File: config.mk
export PLATFORM = sky130hd
export DESIGN_NAME = dlatch_queue
export DESIGN_NICKNAME = d
export VERILOG_FILES = /design/src/rtl/dlatch_pkg.sv /design/src/rtl/dlatch_queue_ctrl.sv /design/src/rtl/dlatch_queue.sv
export SDC_FILE = /design/constraint.sdc
export NUM_CORES = 1
export LEC_CHECK = 0
export BUFFER_PORTS_ARGS = -buffer_cell sky130_fd_sc_hd__buf_2
export CORE_AREA = 4 4 41 43
export DETAILED_ROUTE_END_ITERATION = 8
export DIE_AREA = 0 0 45 47
export GPL_ROUTABILITY_DRIVEN = 0
export PLACE_DENSITY_LB_ADDON = 0.2
export SKIP_CTS_REPAIR_TIMING = 1
export SYNTH_ARGS = -nofsm -noshare
export SYNTH_HDL_FRONTEND = slang
export SYNTH_SLANG_ARGS = --single-unit
File: constraint.sdc
create_clock -name clk -period 3 [get_ports clk]
set_input_delay 0.45 -clock clk [delete_from_list [all_inputs] [get_ports clk]]
set_output_delay 0.45 -clock clk [all_outputs]
set_load 0.02 [all_outputs]
File: src/rtl/dlatch_pkg.sv
// Shared helpers for the latch primitives and dlatch_queue: pointer wrap and width helpers.
// The optional DLATCH_QUEUE_BYPASS_EN build uses nothing extra from here.
package dlatch_pkg;

    localparam int unsigned DLATCH_DEFAULT_DEPTH = 4;

    function automatic int unsigned ptr_inc(input int unsigned ptr, input int unsigned depth);
        return (ptr == depth - 1) ? 0 : ptr + 1;
    endfunction

    function automatic int unsigned ptr_w(input int unsigned depth);
        return (depth < 2) ? 1 : $clog2(depth);
    endfunction

    function automatic int unsigned lvl_w(input int unsigned depth);
        return $clog2(depth + 1);
    endfunction

endpackage

File: src/rtl/dlatch_queue_ctrl.sv
// Pointer, occupancy and handshake control for dlatch_queue.
// DLATCH_QUEUE_BYPASS_EN lets an empty queue present its input word in the same cycle.
module dlatch_queue_ctrl
    import dlatch_pkg::*;
#(
    parameter int unsigned DEPTH = DLATCH_DEFAULT_DEPTH,
    parameter int unsigned PW    = ptr_w(DEPTH),
    parameter int unsigned LW    = lvl_w(DEPTH)
) (
    input  logic          clk,
    input  logic          rst,
    input  logic          in_valid,
    input  logic          out_ready,
    output logic          in_ready,
    output logic          out_valid,
    output logic          push,
    output logic          pop,
    output logic          bypass,
    output logic [PW-1:0] wptr,
    output logic [PW-1:0] rptr,
    output logic [LW-1:0] level
);

    always_comb begin
        bypass = 1'b0;
`ifdef DLATCH_QUEUE_BYPASS_EN
        bypass = (level == '0) && in_valid;
`endif
        in_ready  = (level != LW'(DEPTH));
        out_valid = (level != '0) || bypass;
        push      = in_valid && in_ready;
        pop       = out_valid && out_ready;
    end

    // A consumed bypass word counts as push and pop together, so the pointers stay equal.
    always_ff @(posedge clk) begin
        if (rst) begin
            wptr  <= '0;
            rptr  <= '0;
            level <= '0;
        end else begin
            if (push)
                wptr <= PW'(ptr_inc(32'(wptr), DEPTH));
            if (pop)
                rptr <= PW'(ptr_inc(32'(rptr), DEPTH));
            case ({push, pop})
                2'b10:   level <= level + LW'(1);
                2'b01:   level <= level - LW'(1);
                default: level <= level;
            endcase
        end
    end

endmodule

File: src/rtl/dlatch_queue.sv
// Multi-entry latch queue: circular buffer whose output holds the last popped word when empty.
// Define DLATCH_QUEUE_BYPASS_EN to pass d straight to o when the queue is empty.
module dlatch_queue
    import dlatch_pkg::*;
#(
    parameter int unsigned N     = 1,
    parameter int unsigned DEPTH = DLATCH_DEFAULT_DEPTH,
    parameter logic [N-1:0] RVAL = {N{1'b0}}
) (
    input  logic                     clk,
    input  logic                     rst,
    input  logic [N-1:0]             d,
    input  logic                     in_valid,
    output logic                     in_ready,
    output logic [N-1:0]             o,
    output logic                     out_valid,
    input  logic                     out_ready,
    output logic [lvl_w(DEPTH)-1:0]  level
);

    localparam int unsigned PW = ptr_w(DEPTH);
    localparam int unsigned LW = lvl_w(DEPTH);

    logic [N-1:0]  mem [DEPTH];
    logic [N-1:0]  hold;
    logic [PW-1:0] wptr;
    logic [PW-1:0] rptr;
    logic          push;
    logic          pop;
    logic          bypass;

    dlatch_queue_ctrl #(
        .DEPTH (DEPTH),
        .PW    (PW),
        .LW    (LW)
    ) u_ctrl (
        .clk       (clk),
        .rst       (rst),
        .in_valid  (in_valid),
        .out_ready (out_ready),
        .in_ready  (in_ready),
        .out_valid (out_valid),
        .push      (push),
        .pop       (pop),
        .bypass    (bypass),
        .wptr      (wptr),
        .rptr      (rptr),
        .level     (level)
    );

    always_comb begin
        if (bypass)
            o = d;
        else if (level != '0)
            o = mem[rptr];
        else
            o = hold;
    end

    always_ff @(posedge clk) begin
        if (rst) begin
            hold <= RVAL;
            for (int i = 0; i < int'(DEPTH); i++)
                mem[i] <= RVAL;
        end else begin
            if (push)
                mem[wptr] <= d;
            if (pop)
                hold <= o;
        end
    end

endmodule

==> flow_summary.toml <==
[synth]
synth_warnings = 0
synth_cell_types = 25
syn_avg_cell_area_um2 = 10.18
synthTopCellsByArea = "dfxtp_1 30%, edfxtp_1 18%, ha_1 5.6%"
ys_ff_latch = 14
synth_top_area_cell = "dfxtp_1"
syn_nets = 75
netlist_area_um2 = 671.9
synthCells = 66
yosysTopAreaCellShare = 0.2980
synth-seq-area-share = 0.4767

[timing]
max-slew-margin-rel = 0.7146
fmax_mhz = 439.8
final-setup-viol-count = 0
setup_ws_ns = 0.7260
drv_slew = 0
worst_pin_slew_ns = 0.4256
rsz0062_at_grt = "false"
fin_crit_sh = 0.7580
finClkSkew_ns = 0.0004433
setup_tns_ns = 0
hold_violations = 0
layout_min_cycle_time_ns = 2.274

[setup_path]
slowest_stage = "dfxtp_1"
crit_required_ns = 3.22
crit_buf_inv = 2
startpoint_type = "flip-flop"
reg2regPathDepth = 9
crit_chain = "nor3b_2 -> inv_2 -> nand2_1 -> ha_1 -> inv_1 -> fa_1 -> xor2_1 -> or3_1 -> a21oi_1"
rr_startpoint = "u_ctrl.level[2]$_SDFFE_PP0P_"
critPathMaxStageDelay_ns = 0.42
path_class = "flip-flop to flip-flop"
reg2reg_slack_ns = 0.73
cp_top_family = "simple AND/OR/NAND/NOR gates"
cp-end-kind = "flip-flop"
crit_fanout = 6
arrival_ns = 2.49
rr_endpoint = "u_ctrl.level[2]$_SDFFE_PP0P_"

[placed_design]
placed_cell_area_um2 = 737.0
dp_hpwl_um = 892.9
io_buffer_count = 10
dp_slack_ns = 0.7683

[layout]
drive_gt1_frac = 0.2405
stdcell_area_um2 = 763.2
antenna_cells = 0
multiInputGateArea_um2 = 317.8
final-seq-area_um2 = 320.3
area_delta_synth_final_pct = 13.59
layout.nets = 89
post-route-util = 0.5865
fillers = 120

[route]
drt_pre_antenna_iters = 4
viasPerCell = 5.160
drtIter0Drc = 9
routed_wl_um = 1146
wl_per_cell_um = 12.19
drcViolationCount = 0
vias = 485
ant_nets = 0

[global_route]
grt.total_usage = 0.1352
antenna_found_initial = 0
grt_pass1_vias = 459
grt_max_degree = 10
gr-total-overflow = 0
grt_pass1_wl_um = 1980

[cts]
insertion_delay_ns = 0.28
cts_tree = "done"
cts_inserted_buffers = 3
htreeDepth = 1
cts_sinks = 14
clkSlewWorstSetupHoldPaths_ns = 0.08
cts_root_buffer = "clkbuf_4"
cts_max_path_buffers = 2

[power]
ir_drop_v = 0.0006477
p_leak_nw = 0.3439
power_density_nw_per_um2 = 912.4

[floorplanning]
dieHeight_um = 47
num_io_pins = 11
die-area_um2 = 2115
start_util = 0.5163
dieWidth_um = 45
core_region_area_um2 = 1301
rows = 13

[worst_hold_path]
min_delay_worst_endpoint = "u_ctrl.level[2]$_SDFFE_PP0P_"
hold-path-cell-count = 2
worstHoldStart = "rst"
min_path_type = "input port to flip-flop"

[run_status]
status = "finished clean"

[job]
drv_cap = 0
cells in the mapped netlist:
library cell	number
mux2i_1	2
or3_4	1
xor2_1	2
nand4_1	1
or3_1	2
nor2_1	7
o31ai_1	1
edfxtp_1	4
fa_1	1
nand2_1	3
mux2_4	1
o31ai_2	1
inv_1	7
nor3_1	1
or4_1	1
clkbuf_1	1
a21oi_1	5
nor3b_2	1
o21ai_0	6
nand2b_1	2
ha_1	3
mux4_2	1
nand3_1	1
inv_2	1
dfxtp_1	10
final cells by class:
| class | count | share of cell area |
|---|---|---|
| clock inverter | 1 | 0.004918 |
| inverter | 8 | 0.03934 |
| tap | 15 | 0.02459 |
| timing repair buffer | 10 | 0.06557 |
| multi-input combinational | 43 | 0.4164 |
| clock buffer | 3 | 0.02951 |
| sequential | 14 | 0.4197 |
worst register-to-register path, stage by stage, from the launching register on:
cell and delay, ns:
dfxtp_1 0.42, nor3b_2 0.31, inv_2 0.09, nand2_1 0.16, ha_1 0.20, inv_1 0.06, fa_1 0.38, xor2_1 0.16
or3_1 0.30, a21oi_1 0.13
power by group:
part,internal [mW],switching (mW)
Combinational,0.136,0.167
Clock,0.0482,0.0599
Sequential,0.239,0.0474
Total,0.423,0.274
worst max path at each step:
stage / start / endpoint / slack [ns] / depth (start not counted)
finish: u_ctrl.level[2]$_SDFFE_PP0P_ / u_ctrl.level[2]$_SDFFE_PP0P_ / 0.73 / 9
global route: u_ctrl.level[2]$_SDFFE_PP0P_ / u_ctrl.level[2]$_SDFFE_PP0P_ / 0.52 / 9
CTS: u_ctrl.level[2]$_SDFFE_PP0P_ / u_ctrl.level[2]$_SDFFE_PP0P_ / 0.73 / 9
detailed placement: u_ctrl.level[2]$_SDFFE_PP0P_ / u_ctrl.level[2]$_SDFFE_PP0P_ / 0.77 / 9
global placement: u_ctrl.level[2]$_SDFFE_PP0P_ / u_ctrl.level[2]$_SDFFE_PP0P_ / 0.86 / 9
floorplan: u_ctrl.level[2]$_SDFFE_PP0P_ / u_ctrl.level[2]$_SDFFE_PP0P_ / 0.74 / 9
cell usage in the layout, fill, tap and decap left out, types with 2 or more instances in the layout:
master,count
ha_1,3
or3_1,2
buf_2,10
mux2i_1,2
edfxtp_1,4
xor2_1,2
a21oi_1,5
dfxtp_1,10
nor2_1,7
o21ai_0,6
nand2b_1,2
clkbuf_4,3
nand2_1,3
inv_1,7
layer usage:
metal | track usage | vias to the layer above | routed length [µm]
met5 | 0 | - | 0
met4 | 0.08772 | 0 | 22
met3 | 0.03448 | 4 | 60
met2 | 0.2147 | 12 | 550
met1 | 0.1627 | 214 | 512
li1 | - | 255 | -
cells by family (layout without fill, tap and decap cells):
logic type / count (synthesis) / count (layout) / synth area share
xor gates and xnor gates: 2 / 2 / 0.02608
adders and majority gates: 4 / 4 / 0.08567
DFF: 14 / 14 / 0.4767
muxes: 4 / 4 / 0.08565
AOI/OAI and AO/OA: 13 / 13 / 0.1117
buffers and inverters: 9 / 22 / 0.05028
and+or+nand+nor: 20 / 20 / 0.1639
through the flow:
step | power, mW | hold WS, ns | cells
after CTS | 0.7079 | 0.4380 | 94
after floorplan | 0.5151 | 0.4634 | 66
after global placement | 0.5876 | 0.4821 | 90
after global routing | 0.7589 | 0.4515 | 94
after detailed placement | 0.5974 | 0.4983 | 90
final | 0.6964 | 0.4433 | 94
(Power assumes the default switching activity.)
